## src/rtl/pipelined_adder_pkg.sv

```systemverilog
`default_nettype none
// ============================================================================
//  Module      : pipelined_adder_pkg
//  Description : Shared definitions for the pipelined adder/subtractor:
//                operation encodings for the 'sub' input and the parameter
//                legality check (WIDTH must split evenly into STAGES slices).
//  Revision    : 1.0  initial release
// ============================================================================
package pipelined_adder_pkg;

    // Encoding of the 'sub' input
    localparam logic ADD_OP = 1'b0;
    localparam logic SUB_OP = 1'b1;

    // True when the carry chain can be cut into equal non-empty slices
    function automatic bit split_ok(input int width, input int stages);
        return (stages >= 1) && (width >= stages) && ((width % stages) == 0);
    endfunction

endpackage : pipelined_adder_pkg
`default_nettype wire

```

## src/rtl/pipelined_adder_slice.sv

```systemverilog
`default_nettype none
// ============================================================================
//  Module      : pipelined_adder_slice
//  Description : Combinational CHUNK-bit ripple slice of the pipelined adder.
//  Ports       : a, b  - CHUNK-bit operand slices
//                cin   - carry into the slice LSB
//                sum   - CHUNK-bit slice result
//                cout  - carry out of the slice MSB
//  Revision    : 1.0  initial release
// ============================================================================
module pipelined_adder_slice
    import pipelined_adder_pkg::*;
#(
    parameter int CHUNK = 4
) (
    input  logic [CHUNK-1:0] a,
    input  logic [CHUNK-1:0] b,
    input  logic             cin,
    output logic [CHUNK-1:0] sum,
    output logic             cout
);

    logic [CHUNK:0] w_total;

    // One bit wider than the slice so the carry falls out as the MSB
    assign w_total = {1'b0, a} + {1'b0, b} + {{CHUNK{1'b0}}, cin};
    assign sum     = w_total[CHUNK-1:0];
    assign cout    = w_total[CHUNK];

endmodule : pipelined_adder_slice
`default_nettype wire

```

## src/rtl/pipelined_adder.sv

```systemverilog
`default_nettype none
// ============================================================================
//  Module      : pipelined_adder
//  Description : WIDTH-bit adder/subtractor whose carry chain is cut into
//                STAGES registered slices. One beat per cycle, latency STAGES,
//                valid/ready handshake on both sides with a global stall.
//  Ports       : clk, rst             - clock, synchronous active-high reset
//                in_valid / in_ready   - input handshake (in_ready is
//                                        combinational from out_ready)
//                a, b, c_in, sub       - operands, carry-in, 0:add 1:subtract
//                out_valid / out_ready - output handshake
//                sum, carry_out,       - registered result, MSB carry
//                overflow                (sub: 1 = no borrow), signed overflow
//  Revision    : 1.0  initial release
// ============================================================================
module pipelined_adder
    import pipelined_adder_pkg::*;
#(
    parameter int WIDTH  = 16,
    parameter int STAGES = 4
) (
    input  logic             clk,
    input  logic             rst,
    input  logic             in_valid,
    output logic             in_ready,
    input  logic [WIDTH-1:0] a,
    input  logic [WIDTH-1:0] b,
    input  logic             c_in,
    input  logic             sub,
    output logic             out_valid,
    input  logic             out_ready,
    output logic [WIDTH-1:0] sum,
    output logic             carry_out,
    output logic             overflow
);

    localparam int CHUNK = WIDTH / STAGES;

    if (!split_ok(WIDTH, STAGES)) begin : g_bad_params
        $error("pipelined_adder: WIDTH must be a multiple of STAGES");
    end

    // Per-stage registers. Every stage carries the full operands and the
    // partial sum so that the last stage register doubles as the output
    // register; bits already consumed are simply not read downstream.
    logic [WIDTH-1:0] r_a [STAGES];
    logic [WIDTH-1:0] r_b [STAGES];
    logic [WIDTH-1:0] r_s [STAGES];
    logic             r_c [STAGES];
    logic             r_v [STAGES];
    logic             r_ovf;

    // Inputs seen by each stage and the values it would register
    logic [WIDTH-1:0] w_a_in  [STAGES];
    logic [WIDTH-1:0] w_b_in  [STAGES];
    logic [WIDTH-1:0] w_s_in  [STAGES];
    logic             w_c_in  [STAGES];
    logic             w_v_in  [STAGES];
    logic [WIDTH-1:0] w_s_nxt [STAGES];
    logic             w_c_nxt [STAGES];

    logic             w_adv;
    logic [WIDTH-1:0] w_b0;
    logic             w_c0;
    logic             w_ovf_nxt;

    // The whole pipeline moves only when the output slot is free or drained
    assign w_adv    = ~r_v[STAGES-1] | out_ready;
    assign in_ready = w_adv;

    // Subtraction is a + ~b + 1; c_in is ignored in that mode
    assign w_b0 = (sub == ADD_OP) ? b : ~b;
    assign w_c0 = (sub == SUB_OP) ? 1'b1 : c_in;

    for (genvar k = 0; k < STAGES; k++) begin : g_stage
        logic [CHUNK-1:0] w_chunk;
        logic [WIDTH-1:0] w_s_k;

        if (k == 0) begin : g_src_port
            assign w_a_in[k] = a;
            assign w_b_in[k] = w_b0;
            assign w_s_in[k] = '0;
            assign w_c_in[k] = w_c0;
            assign w_v_in[k] = in_valid;
        end else begin : g_src_prev
            assign w_a_in[k] = r_a[k-1];
            assign w_b_in[k] = r_b[k-1];
            assign w_s_in[k] = r_s[k-1];
            assign w_c_in[k] = r_c[k-1];
            assign w_v_in[k] = r_v[k-1];
        end

        pipelined_adder_slice #(
            .CHUNK (CHUNK)
        ) u_slice (
            .a    (w_a_in[k][k*CHUNK +: CHUNK]),
            .b    (w_b_in[k][k*CHUNK +: CHUNK]),
            .cin  (w_c_in[k]),
            .sum  (w_chunk),
            .cout (w_c_nxt[k])
        );

        // Completed lower bits ride along; this stage fills in its own chunk
        always_comb begin
            w_s_k                   = w_s_in[k];
            w_s_k[k*CHUNK +: CHUNK] = w_chunk;
        end
        assign w_s_nxt[k] = w_s_k;
    end

    // Signed overflow from the MSBs of a, b' (already inverted for subtract)
    // and the final sum, evaluated where the last slice completes
    assign w_ovf_nxt = (w_a_in[STAGES-1][WIDTH-1] == w_b_in[STAGES-1][WIDTH-1]) &&
                       (w_s_nxt[STAGES-1][WIDTH-1] != w_a_in[STAGES-1][WIDTH-1]);

    always_ff @(posedge clk) begin
        if (rst) begin
            for (int k = 0; k < STAGES; k++) begin
                r_v[k] <= 1'b0;
                r_a[k] <= '0;
                r_b[k] <= '0;
                r_s[k] <= '0;
                r_c[k] <= 1'b0;
            end
            r_ovf <= 1'b0;
        end else if (w_adv) begin
            for (int k = 0; k < STAGES; k++) begin
                r_v[k] <= w_v_in[k];
                // Bubbles leave datapath registers untouched so the outputs
                // hold their last value while out_valid is low
                if (w_v_in[k]) begin
                    r_a[k] <= w_a_in[k];
                    r_b[k] <= w_b_in[k];
                    r_s[k] <= w_s_nxt[k];
                    r_c[k] <= w_c_nxt[k];
                end
            end
            if (w_v_in[STAGES-1]) begin
                r_ovf <= w_ovf_nxt;
            end
        end
    end

    assign out_valid = r_v[STAGES-1];
    assign sum       = r_s[STAGES-1];
    assign carry_out = r_c[STAGES-1];
    assign overflow  = r_ovf;

endmodule : pipelined_adder
`default_nettype wire

```

## config.mk

```make
export PLATFORM = sky130hd
export DESIGN_NAME = pipelined_adder
export DESIGN_NICKNAME = d
export VERILOG_FILES = /design/src/rtl/pipelined_adder_pkg.sv /design/src/rtl/pipelined_adder_slice.sv /design/src/rtl/pipelined_adder.sv
export SDC_FILE = /design/constraint.sdc
export NUM_CORES = 1
export LEC_CHECK = 0
export BUFFER_PORTS_ARGS = -buffer_cell sky130_fd_sc_hd__buf_2
export CORE_MARGIN = 5
export CORE_UTILIZATION = 45
export DETAILED_ROUTE_END_ITERATION = 12
export HOLD_SLACK_MARGIN = 0.1
export SLEW_MARGIN = 25
export SYNTH_ARGS = -nofsm -noshare
export SYNTH_HDL_FRONTEND = slang
export SYNTH_SLANG_ARGS = --single-unit
```

## constraint.sdc

```tcl
create_clock -name clk -period 4 [get_ports clk]
set_input_delay 0.8 -clock clk [delete_from_list [all_inputs] [get_ports clk]]
set_output_delay 0.8 -clock clk [all_outputs]
set_load 0.02 [all_outputs]
```

* Word-level counts from Yosys, hierarchy flattened
Memory sizes are Yosys's and may differ from the RTL's. Cells that the tools add are included.
Cells by class: equal/unequal tests 2, reductions and logical operators 2, $add $sub $neg 8, bitwise operators 23, mux-type cells 43
Operators by type and width (number):
- 16-bit 2-to-1 mux | 13
- 1-bit 2-to-1 mux | 30
- 1-bit bitwise OR | 21
- 4-bit by 4-bit adder with 5-bit output | 4
- 5-bit by 1-bit adder with 5-bit output | 4
- 16-bit NOT | 1
- 2-bit AND reduction | 1
- 1-bit == test | 1
- 1-bit logical AND | 1
- 1-bit != test | 1
- 1-bit NOT | 1
Word-level totals: memories kept 5, output and inout bits 20, input port bits 38, register bits after elaboration 1, word-level logic and storage cells 84, bits in writable memories 200
Memory list:
- r_a | depth 4, bits a word 16, read ports 3, clocked after memory_dff 0, write ports 4, RTL line pipelined_adder.sv:46 | logic [WIDTH-1:0] r_a [STAGES];
- r_b | depth 4, bits a word 16, read ports 3, clocked after memory_dff 0, write ports 4, RTL line pipelined_adder.sv:47 | logic [WIDTH-1:0] r_b [STAGES];
- r_s | depth 4, bits a word 16, read ports 4, clocked after memory_dff 0, write ports 4, RTL line pipelined_adder.sv:48 | logic [WIDTH-1:0] r_s [STAGES];
- r_c | depth 4, bits a word 1, read ports 4, clocked after memory_dff 0, write ports 4, RTL line pipelined_adder.sv:49 | logic r_c [STAGES];
- r_v | depth 4, bits a word 1, read ports 4, clocked after memory_dff 0, write ports 4, RTL line pipelined_adder.sv:50 | logic r_v [STAGES];

* Logic depth before layout (Yosys ltp)
An unclocked memory read counts as a cell.
depth after elaboration 7, depth in mapped cells 8, gate-level depth less buffers 6

* Modules after synthesis
From an unflattened synthesis, not the netlist that was laid out.
Unflattened totals: cells, all modules 292, area total of the unflattened synthesis 4375.4 µm²
Modules (own cells, without submodules):
- pipelined_adder | cells each 233, area an instance 3817.4 µm², instances 1
- pipelined_adder_slice (g_stage[0].u_slice ...) | cells each 16, area an instance 143.9 µm², instances 3
- pipelined_adder_slice (g_stage[3].u_slice) | cells each 11, area an instance 126.4 µm², instances 1

* Worst setup path after synthesis
Ideal clock, no wire load.
kind input to register, from in sub, to mem r_c[0], data pin, cell stages on the path 8, path slack 1.164 ns, data arrival time 2.579 ns, path through buf_4 buf_4 or2_2 fa_1 fa_1 a21o_1 a21oi_1 nor2_1
RTL lines:
- start, declared | RTL line pipelined_adder.sv:29 | input logic sub,
- end, declared | RTL line pipelined_adder.sv:49

==> results.txt <==
Wire length of the first global-routing pass - 9798 µm
Largest net degree at the start of global routing - 30
Synth Net Count - 358
CP Class - input pin to register
Remaining max-slew budget at the tightest pin - 36.57%
Area of placed instances - 0.004783 mm²
Number of levels the H-tree was split into - 3
Post-synthesis cell area - 0.004413 mm²
Post-route clock period utilization - 61.69%
Launching element type of the critical path - input pin
Fraction of final layout cells with drive strength greater than 1 - 30.41%
Via count of the first global-routing pass - 2126
Chip Height - 109.0 µm
Worst endpoint data arrival time - 2.58 ns
Setup repair after global routing missed its margin - no
Top cells by area in the synthesized netlist - sky130_fd_sc_hd__edfxtp_1, sky130_fd_sc_hd__and2_4, sky130_fd_sc_hd__and2_1
Number of nets in the layout - 418
Number of fill cells in the layout - 862
Average routed wire per standard cell - 11.17 µm
Highest attainable clock frequency - 405.2 MHz
Die Outline Area - 0.01189 mm²
Non-filler cells, final - 498
Final Wtd Congestion - 0.7197
Number of setup violations in the final report - 0
Portion of the post-synthesis area used by sequential elements - 65.78%
Max-slew violation count - 0
Aggregate routed wire length - 5561 µm
Critical-path top delay cell - sky130_fd_sc_hd__fa_1
Top cell type's share of synthesized area - 65.32%
Worst setup skew after layout - 0.009871 ns
Register bit total from synthesis - 97
Transition at the pin with the smallest max-transition slack - 0.9491 ns
Area of all placed cells without fillers - 0.005002 mm²
Hold-fix buffers, CTS - 0
Clk_lat worst skew - 0.35 ns
Initial standard-cell utilization of the core - 45.57%
Number of setup buffers added after CTS - 0
TritonCTS Buffers - 9
Count of mapped cells out of synthesis - 300
Vias per cell - 4.285
Aggregate negative setup slack - 0 ns
Buffers on Ports - 57
Worst path required time - 4.11 ns
Areal power density over the cells - 416.3 mW/mm²
1st-iter DRT viols - 97
Cell type contributing the most total cell area after synthesis - sky130_fd_sc_hd__edfxtp_1
Io pins - 58
Yosys cell types - 28
Result of the run - completed
Tmin final - 2.468 ns
Most Frequent Cell on Critical Path - sky130_fd_sc_hd__fa_1
Number of antenna violations at the first check in global routing - 0
Share of synthesized registers carrying an async set or reset - 0%
Overall global routing resource usage - 10.86%
Maximum buffer depth of the clock tree - 2
Post-synth top cells - sky130_fd_sc_hd__edfxtp_1, sky130_fd_sc_hd__and2_1, sky130_fd_sc_hd__and2_4, sky130_fd_sc_hd__nor2_1, sky130_fd_sc_hd__inv_1
CTS tree - yes
Count of final hold-check violations - 0
Min-Delay Path Class - register to register
Number of inserted diodes - 0
Area added between synthesis and finish - 13.35%
Cell with the most instances after synthesis - sky130_fd_sc_hd__edfxtp_1
Largest stage delay on the critical path - 0.41 ns
Number of flops mapped to enable cells by yosys - 96
Std-Cell Core Area - 0.009684 mm²
First drt pass iteration count - 4
Endpoint type of the worst setup path - register
Worst Path Max Fanout - 17
Number of cells after detailed placement - 482
Main synth FF type - sky130_fd_sc_hd__edfxtp_1
Post-CTS sizing - 0
Number of maximum-capacitance constraint violations - 0
Syn avg cell area - 14.71 µm²
Drc violations - 0
Number of core rows - 36
Clock slew seen by the registers of the worst setup and hold paths - 0.09 ns
Via Count - 2134
Die extent in x - 109.0 µm
Dpl hpwl - 4201 µm
Count of nets left with antenna violations after detail routing - 0
CP cell instances - buf_2 > or2_2 > fa_1 > fa_1 > a21o_1 > a21oi_1 > nor2_1
Pleak - 2.075 nW
Root buffer selected by CTS - sky130_fd_sc_hd__clkbuf_8
Peak supply drop - 0.0001554 V
Number of sinks driven by the clock tree - 97
Final design utilization - 51.65%
Synthesis warning total - 0
Grt total ovfl - 0
==> placed cells by master, fill, tap and decap left out, types with 4 or more instances in the layout <==
cell	n
sky130_fd_sc_hd__a21o_1	4
sky130_fd_sc_hd__a21oi_1	8
sky130_fd_sc_hd__and2_1	37
sky130_fd_sc_hd__and2_4	27
sky130_fd_sc_hd__buf_2	57
sky130_fd_sc_hd__clkbuf_8	9
sky130_fd_sc_hd__edfxtp_1	96
sky130_fd_sc_hd__fa_1	8
sky130_fd_sc_hd__ha_1	12
sky130_fd_sc_hd__inv_1	19
sky130_fd_sc_hd__nand2_1	8
sky130_fd_sc_hd__nand2_4	4
sky130_fd_sc_hd__nor2_1	22
sky130_fd_sc_hd__nor2b_1	6
sky130_fd_sc_hd__nor3_1	4
sky130_fd_sc_hd__o21ai_0	4
sky130_fd_sc_hd__xnor2_1	14
sky130_fd_sc_hd__xor2_1	7
==> layout make-up <==
| type | instances | area [µm²] | area share (%) |
|---|---|---|---|
| repair buffers | 57 | 285.3 | 5.703 |
| well taps | 133 | 166.4 | 3.327 |
| clock buffers | 10 | 127.6 | 2.551 |
| inverters | 23 | 93.84 | 1.876 |
| clock inverters | 6 | 91.34 | 1.826 |
| flip-flops and latches | 97 | 2903 | 58.03 |
| multi-input cells | 172 | 1335 | 26.69 |
==> cell families after synthesis <==
group | after synthesis | synth area share [%]
DFF | 97 | 65.78
xor gates and xnor gates | 21 | 4.168
and+or+nand+nor | 114 | 16.76
AOI/OAI and AO/OA | 17 | 2.240
adders and majority gates | 20 | 7.031
buffers and inverters | 31 | 4.026
==> state kept, by name, summed over array words and instances, names as in the netlist <==
name	flops
r_c	4
r_b	24
r_a	24
r_s	40
r_v	4
overflow	1
==> critical path: cells and delay by family <==
kind                     cells  cell delay (ns)
adder cells (fa/ha/maj)      2             0.81
AND/OR/NAND/NOR              2             0.41
AO/OA/AOI/OAI                2             0.32
buffers and inverters        1             0.25
==> metal layers <==
layer  vias to the layer above  track usage [%]  share of wire (%)
met5                         -                0                  0
met4                         0            7.304                2.8
met1                       942            14.14                 47
met2                        52            16.23                 45
li1                       1130                -                  -
met3                        10            2.427                5.6
==> worst paths after layout <==
check	start	end	slack [ns]	depth (start not counted)
setup reg to reg	r_c[2]	r_c[3]	2.09	5
hold reg to reg	overflow	overflow	0.46	2
hold / removal	overflow	overflow	0.46	2
setup / recovery	sub	r_c[0]	1.53	7
==> metrics by stage <==
| step | hold WS [ns] | power, W | setup slack (ns) |
|---|---|---|---|
| 2_1_floorplan | 0.4967 | 0.001377 | 1.164 |
| 3_3_place_gp | 0.4553 | 0.001428 | 1.152 |
| 3_5_place_dp | 0.4423 | 0.001432 | 1.139 |
| 4_1_cts | 0.4588 | 0.002107 | 1.533 |
| 5_1_grt | 0.4838 | 0.002182 | 1.450 |
| 6_report | 0.4576 | 0.002082 | 1.532 |
==> power by group <==
group	leakage (nW)	internal (W)	switching (W)	total (W)
Combinational	0.925	0.0000847	0.000111	0.000196
Sequential	1.04	0.00119	0.0000183	0.00121
Clock	0.111	0.000356	0.000323	0.000679
Total	2.07	0.00163	0.000453	0.00208
Note: power is estimated with default switching activity, not from simulation.
